**config.mk**
```make
export PLATFORM = sky130hd
export DESIGN_NAME = cmd_pkt_assembler_flat
export DESIGN_NICKNAME = d
export VERILOG_FILES = /design/src/rtl/cmd_pkt_assembler_if.sv /design/src/rtl/cmd_pkt_assembler.sv /design/src/flat_wrapper.sv
export SDC_FILE = /design/constraint.sdc
export NUM_CORES = 1
export LEC_CHECK = 0
export ABC_AREA = 1
export BUFFER_PORTS_ARGS = -buffer_cell sky130_fd_sc_hd__buf_4
export CORE_ASPECT_RATIO = 1.2
export CORE_MARGIN = 3
export CORE_UTILIZATION = 30
export DETAILED_ROUTE_END_ITERATION = 8
export HOLD_SLACK_MARGIN = 0.05
export PLACE_DENSITY = 0.56
export SYNTH_ARGS = -nofsm -noshare
export SYNTH_HDL_FRONTEND = slang
export SYNTH_SLANG_ARGS = --single-unit
```
**constraint.sdc**
```tcl
create_clock -name clk -period 4.1 [get_ports clk]
set_input_delay 0.82 -clock clk [delete_from_list [all_inputs] [get_ports clk]]
set_output_delay 0.82 -clock clk [all_outputs]
set_load 0.02 [all_outputs]
```
**src/rtl/cmd_pkt_assembler_if.sv**
```systemverilog
// Byte-in / packet-out bus between the UART receiver, the command assembler
// and the command-configuration consumer.
//   rx_rdy/rx_data   : UART byte available (level) and the byte itself
//   clr_rx_rdy       : assembler acknowledges the byte (combinational)
//   clr_cmd_rdy      : consumer acknowledges the current packet
//   cmd_rdy/cmd/data : last complete packet, cmd_rdy held until acknowledged
//   pkt_err          : one-cycle pulse when a partial packet times out
// master = stimulus/consumer side, slave = assembler side.
interface cmd_pkt_assembler_if;
   localparam int unsigned BYTE_W = 8;
   localparam int unsigned DATA_W = 16;

   logic              rx_rdy;
   logic [BYTE_W-1:0] rx_data;
   logic              clr_rx_rdy;
   logic              clr_cmd_rdy;
   logic              cmd_rdy;
   logic [BYTE_W-1:0] cmd;
   logic [DATA_W-1:0] data;
   logic              pkt_err;

   modport master (
      output rx_rdy, rx_data, clr_cmd_rdy,
      input  clr_rx_rdy, cmd_rdy, cmd, data, pkt_err
   );

   modport slave (
      input  rx_rdy, rx_data, clr_cmd_rdy,
      output clr_rx_rdy, cmd_rdy, cmd, data, pkt_err
   );
endinterface

```
**src/rtl/cmd_pkt_assembler.sv**
```systemverilog
// Assembles 3-byte command packets (opcode, data[15:8], data[7:0]) from the
// UART byte stream and presents them as cmd/data with a level cmd_rdy.
// A partial packet whose inter-byte gap reaches TIMEOUT_CYC clocks is dropped
// and flagged with a one-cycle pkt_err pulse.
// Ports:
//   clk   : system clock, rising edge
//   rst_n : synchronous active-low reset
//   bus   : cmd_pkt_assembler_if.slave (rx byte in, packet out, pkt_err)
module cmd_pkt_assembler #(
   parameter int unsigned TIMEOUT_CYC = 1000000,
   parameter int unsigned TMR_W       = 20
) (
   input  logic                 clk,
   input  logic                 rst_n,
   cmd_pkt_assembler_if.slave   bus
);

   localparam int unsigned BYTE_W = 8;
   localparam int unsigned DATA_W = 16;
   localparam logic [TMR_W-1:0] TMR_LIM = TMR_W'(TIMEOUT_CYC - 1);

   typedef enum logic [1:0] {
      IDLE    = 2'd0,
      WAIT_HI = 2'd1,
      WAIT_LO = 2'd2
   } state_t;

   state_t            state_q, state_d;
   logic [TMR_W-1:0]  tmr_q, tmr_d;
   logic [BYTE_W-1:0] hold_cmd_q, hold_cmd_d;
   logic [BYTE_W-1:0] hold_hi_q, hold_hi_d;
   logic [BYTE_W-1:0] cmd_q, cmd_d;
   logic [DATA_W-1:0] data_q, data_d;
   logic              cmd_rdy_q, cmd_rdy_d;
   logic              pkt_err_q, pkt_err_d;
   logic              byte_v;
   logic              tmr_at_lim;

   // Every state accepts a byte, so the acknowledge is just rx_rdy outside reset.
   assign byte_v         = bus.rx_rdy & rst_n;
   assign bus.clr_rx_rdy = byte_v;
   assign tmr_at_lim     = (tmr_q == TMR_LIM);

   assign bus.cmd     = cmd_q;
   assign bus.data    = data_q;
   assign bus.cmd_rdy = cmd_rdy_q;
   assign bus.pkt_err = pkt_err_q;

   // State and datapath registers.
   always_ff @(posedge clk) begin
      if (!rst_n) begin
         state_q    <= IDLE;
         tmr_q      <= '0;
         hold_cmd_q <= '0;
         hold_hi_q  <= '0;
         cmd_q      <= '0;
         data_q     <= '0;
         cmd_rdy_q  <= 1'b0;
         pkt_err_q  <= 1'b0;
      end else begin
         state_q    <= state_d;
         tmr_q      <= tmr_d;
         hold_cmd_q <= hold_cmd_d;
         hold_hi_q  <= hold_hi_d;
         cmd_q      <= cmd_d;
         data_q     <= data_d;
         cmd_rdy_q  <= cmd_rdy_d;
         pkt_err_q  <= pkt_err_d;
      end
   end

   // Next-state and output logic.
   always_comb begin
      state_d    = state_q;
      tmr_d      = tmr_q;
      hold_cmd_d = hold_cmd_q;
      hold_hi_d  = hold_hi_q;
      cmd_d      = cmd_q;
      data_d     = data_q;
      pkt_err_d  = 1'b0;
      // Acknowledge clears; a completion below overrides it on the same edge.
      cmd_rdy_d  = cmd_rdy_q & ~bus.clr_cmd_rdy;

      unique case (state_q)
         IDLE: begin
            tmr_d = '0;
            if (byte_v) begin
               hold_cmd_d = bus.rx_data;
               cmd_rdy_d  = 1'b0;           // new packet supersedes an unacked one
               state_d    = WAIT_HI;
            end
         end
         WAIT_HI: begin
            if (byte_v) begin
               hold_hi_d = bus.rx_data;
               tmr_d     = '0;
               state_d   = WAIT_LO;
            end else if (tmr_at_lim) begin
               tmr_d     = '0;
               pkt_err_d = 1'b1;
               state_d   = IDLE;
            end else begin
               tmr_d = tmr_q + TMR_W'(1);
            end
         end
         WAIT_LO: begin
            if (byte_v) begin
               cmd_d     = hold_cmd_q;
               data_d    = {hold_hi_q, bus.rx_data};
               cmd_rdy_d = 1'b1;
               tmr_d     = '0;
               state_d   = IDLE;
            end else if (tmr_at_lim) begin
               tmr_d     = '0;
               pkt_err_d = 1'b1;
               state_d   = IDLE;
            end else begin
               tmr_d = tmr_q + TMR_W'(1);
            end
         end
         default: begin
            tmr_d   = '0;
            state_d = IDLE;
         end
      endcase
   end

endmodule

```
**src/flat_wrapper.sv**
```systemverilog
// flat-port wrapper written by rule: the top's interface ports become plain ports
module cmd_pkt_assembler_flat 
#(
   parameter int unsigned TIMEOUT_CYC = 1000000,
   parameter int unsigned TMR_W       = 20
)
  (clk, rst_n, bus_rx_rdy, bus_rx_data, bus_clr_cmd_rdy, bus_clr_rx_rdy, bus_cmd_rdy, bus_cmd, bus_data, bus_pkt_err);
  cmd_pkt_assembler_if bus_i ();
  input  logic clk;
  input  logic rst_n;
  input wire logic [$bits(bus_i.rx_rdy)-1:0] bus_rx_rdy;
  input wire logic [$bits(bus_i.rx_data)-1:0] bus_rx_data;
  input wire logic [$bits(bus_i.clr_cmd_rdy)-1:0] bus_clr_cmd_rdy;
  output wire logic [$bits(bus_i.clr_rx_rdy)-1:0] bus_clr_rx_rdy;
  output wire logic [$bits(bus_i.cmd_rdy)-1:0] bus_cmd_rdy;
  output wire logic [$bits(bus_i.cmd)-1:0] bus_cmd;
  output wire logic [$bits(bus_i.data)-1:0] bus_data;
  output wire logic [$bits(bus_i.pkt_err)-1:0] bus_pkt_err;
  assign bus_i.rx_rdy = bus_rx_rdy;
  assign bus_i.rx_data = bus_rx_data;
  assign bus_i.clr_cmd_rdy = bus_clr_cmd_rdy;
  assign bus_clr_rx_rdy = bus_i.clr_rx_rdy;
  assign bus_cmd_rdy = bus_i.cmd_rdy;
  assign bus_cmd = bus_i.cmd;
  assign bus_data = bus_i.data;
  assign bus_pkt_err = bus_i.pkt_err;
  cmd_pkt_assembler #(.TIMEOUT_CYC(TIMEOUT_CYC), .TMR_W(TMR_W)) u_core (.clk(clk), .rst_n(rst_n), .bus(bus_i));
endmodule
```
==> metrics.json <==
{
  "worst_setup_path": {
    "category_of_the_worst_setup_path_launch_point": "input pin",
    "reg2reg_setup_slack_ns": 2.15,
    "critical_path.max_stage_delay_ns": 0.33,
    "worst-path-max-fanout": 39,
    "crit_arrival_ns": 1.62,
    "setup.worst_path.end_class": "output port",
    "slowest_cp_cell": "sky130_fd_sc_hd__buf_4",
    "worstPathCellList": "buf_4 -> nand2_2 -> inv_1 -> buf_4",
    "critical-path-top-cell-by-count": "sky130_fd_sc_hd__buf_4",
    "worstPathRequired_ns": 3.28,
    "critical_path_class": "in -> out"
  },
  "yosys": {
    "synth.avg_cell_area_um2": 7.61,
    "synth.net_count": 369,
    "synth-warning-count": 0,
    "synth_area_um2": 2680,
    "sequential_fraction_of_the_synthesis_area": 0.478,
    "synthDistinctLibCells": 29,
    "gate_count_post_synth": 352,
    "synth-seq-cells": 64
  },
  "min_path": {
    "hp-class": "reg -> reg"
  },
  "placement": {
    "place.port_buffers": 38,
    "numPlacedInstances": 495,
    "preCtsSetupSlack_ns": 1.39,
    "place.detailed.hpwl_um": 3980,
    "dpl_cell_area_um2": 3050,
    "routabilityCongestion": 0.828
  },
  "cts": {
    "cts-htree-levels": 3,
    "clockRootBuffer": "sky130_fd_sc_hd__clkbuf_8",
    "cts.hold.buffers_added": 0,
    "postCtsSetupBuffers": 0,
    "cts_max_path_buffers": 2,
    "clock_pin_slew_of_the_registers_on_the_worst_case_setup_and_hold_paths_ns": 0.06,
    "tritoncts_num_sinks": 64,
    "insertion_delay_ns": 0.33,
    "tritoncts": "built",
    "cts_resized": 0,
    "tritoncts_buffers": 9
  },
  "timing": {
    "worst_pin_slew_ns": 0.662,
    "min_period_over_period": 0.596,
    "hold_violations": 0,
    "rsz0062_at_grt": "false",
    "smallest_hold_slack_ns": 0.456,
    "slew_headroom": 0.558,
    "setup_tns_ns": 0,
    "timing.final.max_slew_violations": 0,
    "setup_viol": 0,
    "final_period_minus_worst_setup_slack_ns": 2.44,
    "finalClockSkew_ns": 0.0107,
    "clock.fmax_mhz": 409,
    "timing.final.ws_setup_ns": 1.66
  },
  "floorplanning": {
    "core_area_um2": 8660,
    "die-height_um": 110,
    "design.die.area_um2": 10100,
    "io_pins": 39,
    "initial_core_utilization": 0.309,
    "fp.dieW_um": 92.3,
    "core.rowCount": 37
  },
  "detailed_routing": {
    "avgViaCountPerCell": 4.47,
    "drt_wl_total_um": 5590,
    "via_count": 2280,
    "drt_pre_antenna_iters": 4,
    "dr_drc_count": 0,
    "drtIter0Drc": 54,
    "route.detailed.wl_per_inst_um": 11.0,
    "final_antenna_net_count": 0
  },
  "final_layout": {
    "layout.cells.most_common": "sky130_fd_sc_hd__nand2_1",
    "fillerInstances": 942,
    "layout.cells.most_common_list": "sky130_fd_sc_hd__nand2_1, sky130_fd_sc_hd__dfxtp_1, sky130_fd_sc_hd__buf_4",
    "antennaDiodeCount": 0,
    "final_area_um2": 3220,
    "area_growth_syn_to_layout_pct": 20.2,
    "num-nets-final": 406,
    "final_layout_size_suffix_gt1_frac": 0.181,
    "final-instance-count-excl-fill": 510
  },
  "grt": {
    "maximum_number_of_pins_on_one_net_before_global_route_repair": 40,
    "globalRouteTotalUtil": 0.122,
    "grt_first_pass_wirelength_um": 9760,
    "grt_remaining_overflow": 0,
    "grt_antenna_before_repair": 0,
    "vias_in_the_first_global_route": 2164
  },
  "pwr": {
    "power.share.combinational": 0.057,
    "power.sequential.fraction": 0.542,
    "power_density_nw_per_um2": 370,
    "power.ir.vdd_worst_uv": 251,
    "clkPwrFrac": 0.401,
    "netSwitchingPower_uw": 282,
    "power.static_leakage_nw": 1.21,
    "p_int_uw": 907,
    "sw_frac_of_total": 0.237
  },
  "status": {
    "run_status": "completed"
  },
  "job": {
    "max-cap-violations": 0
  }
}
registers in the layout (all words and copies together) (netlist names):
signal / cells
u_core.hold_hi_q: 8
u_core.hold_cmd_q: 8
u_core.bus.pkt_err: 1
u_core.state_q: 2
u_core.bus.cmd_rdy: 1
u_core.tmr_q: 20
u_core.bus.data: 16
u_core.bus.cmd: 8
synth_stat cells, drive strengths merged:
master | n | area [um2]
a21oi | 11 | 55.1
buf | 11 | 60.1
clkbuf | 1 | 3.75
dfxtp | 64 | 1280
ha | 5 | 62.6
inv | 36 | 135
nand2 | 106 | 405
nand3 | 12 | 70.1
nand3b | 1 | 7.51
nand4 | 5 | 31.3
nor2 | 34 | 148
nor3 | 10 | 86.3
nor3b | 2 | 20.0
o21a | 2 | 15.0
o21ai | 39 | 195
o31ai | 7 | 52.6
or2 | 1 | 6.26
xor2 | 5 | 43.8
power by group through the flow:
stage	logic, mW	registers, mW	clock network, mW
6_report	0.0680	0.645	0.477
5_1_grt	0.0786	0.646	0.518
4_1_cts	0.0693	0.645	0.494
3_5_place_dp	0.0693	0.659	0
3_3_place_gp	0.0677	0.659	0
2_1_floorplan	0.0471	0.658	0
path summary, 6_finish.rpt:
kind | start | to | cells past startpoint
setup / recovery | rst_n | bus_clr_rx_rdy | 4
hold / removal | u_core.hold_cmd_q[4] | u_core.bus.cmd[4] | 2
setup reg to reg | u_core.state_q[0] | u_core.bus.data[10] | 7
hold reg to reg | u_core.hold_cmd_q[4] | u_core.bus.cmd[4] | 2
routing by layer:
layer	GRT usage	up-vias	wire (um)
li1	-	1191	-
met1	0.144	1033	2580
met2	0.203	46	2610
met3	0.0376	10	277
met4	0.0541	0	123
met5	0	-	0
logic make-up (layout without fill, tap and decap cells):
kind of cell    Yosys count  in the layout  share of synthesized area
flops                    64             64                      0.478
simple gates            171            171                      0.289
xor+xnor                  5              5                     0.0163
buf+inv                  48             89                     0.0743
compound gates           59             59                      0.119
fa+ha+maj                 5              5                     0.0234
cell type report:
cell class              instances  area (um2)  area share
well taps                     117         146      0.0455
repair buffers                 38         285      0.0886
clock buffers                  12         155      0.0482
inverters                      36         135      0.0420
clock inverters                 3        17.5     0.00544
flip-flops and latches         64        1280       0.398
multi-input cells             240        1200       0.372
worst max-delay path, delay by kind of cell:
family	cells	cell delay (ns)
and+or+nand+nor	1	0.23
buffers and inverters	3	0.57
metrics by stage:
stage | utilization | total power [mW]
6_report | 0.372 | 1.19
5_1_grt | 0.372 | 1.24
4_1_cts | 0.372 | 1.21
3_5_place_dp | 0.352 | 0.728
3_3_place_gp | 0.352 | 0.726
2_1_floorplan | - | 0.705
Note: power is estimated with default switching activity, not from simulation.
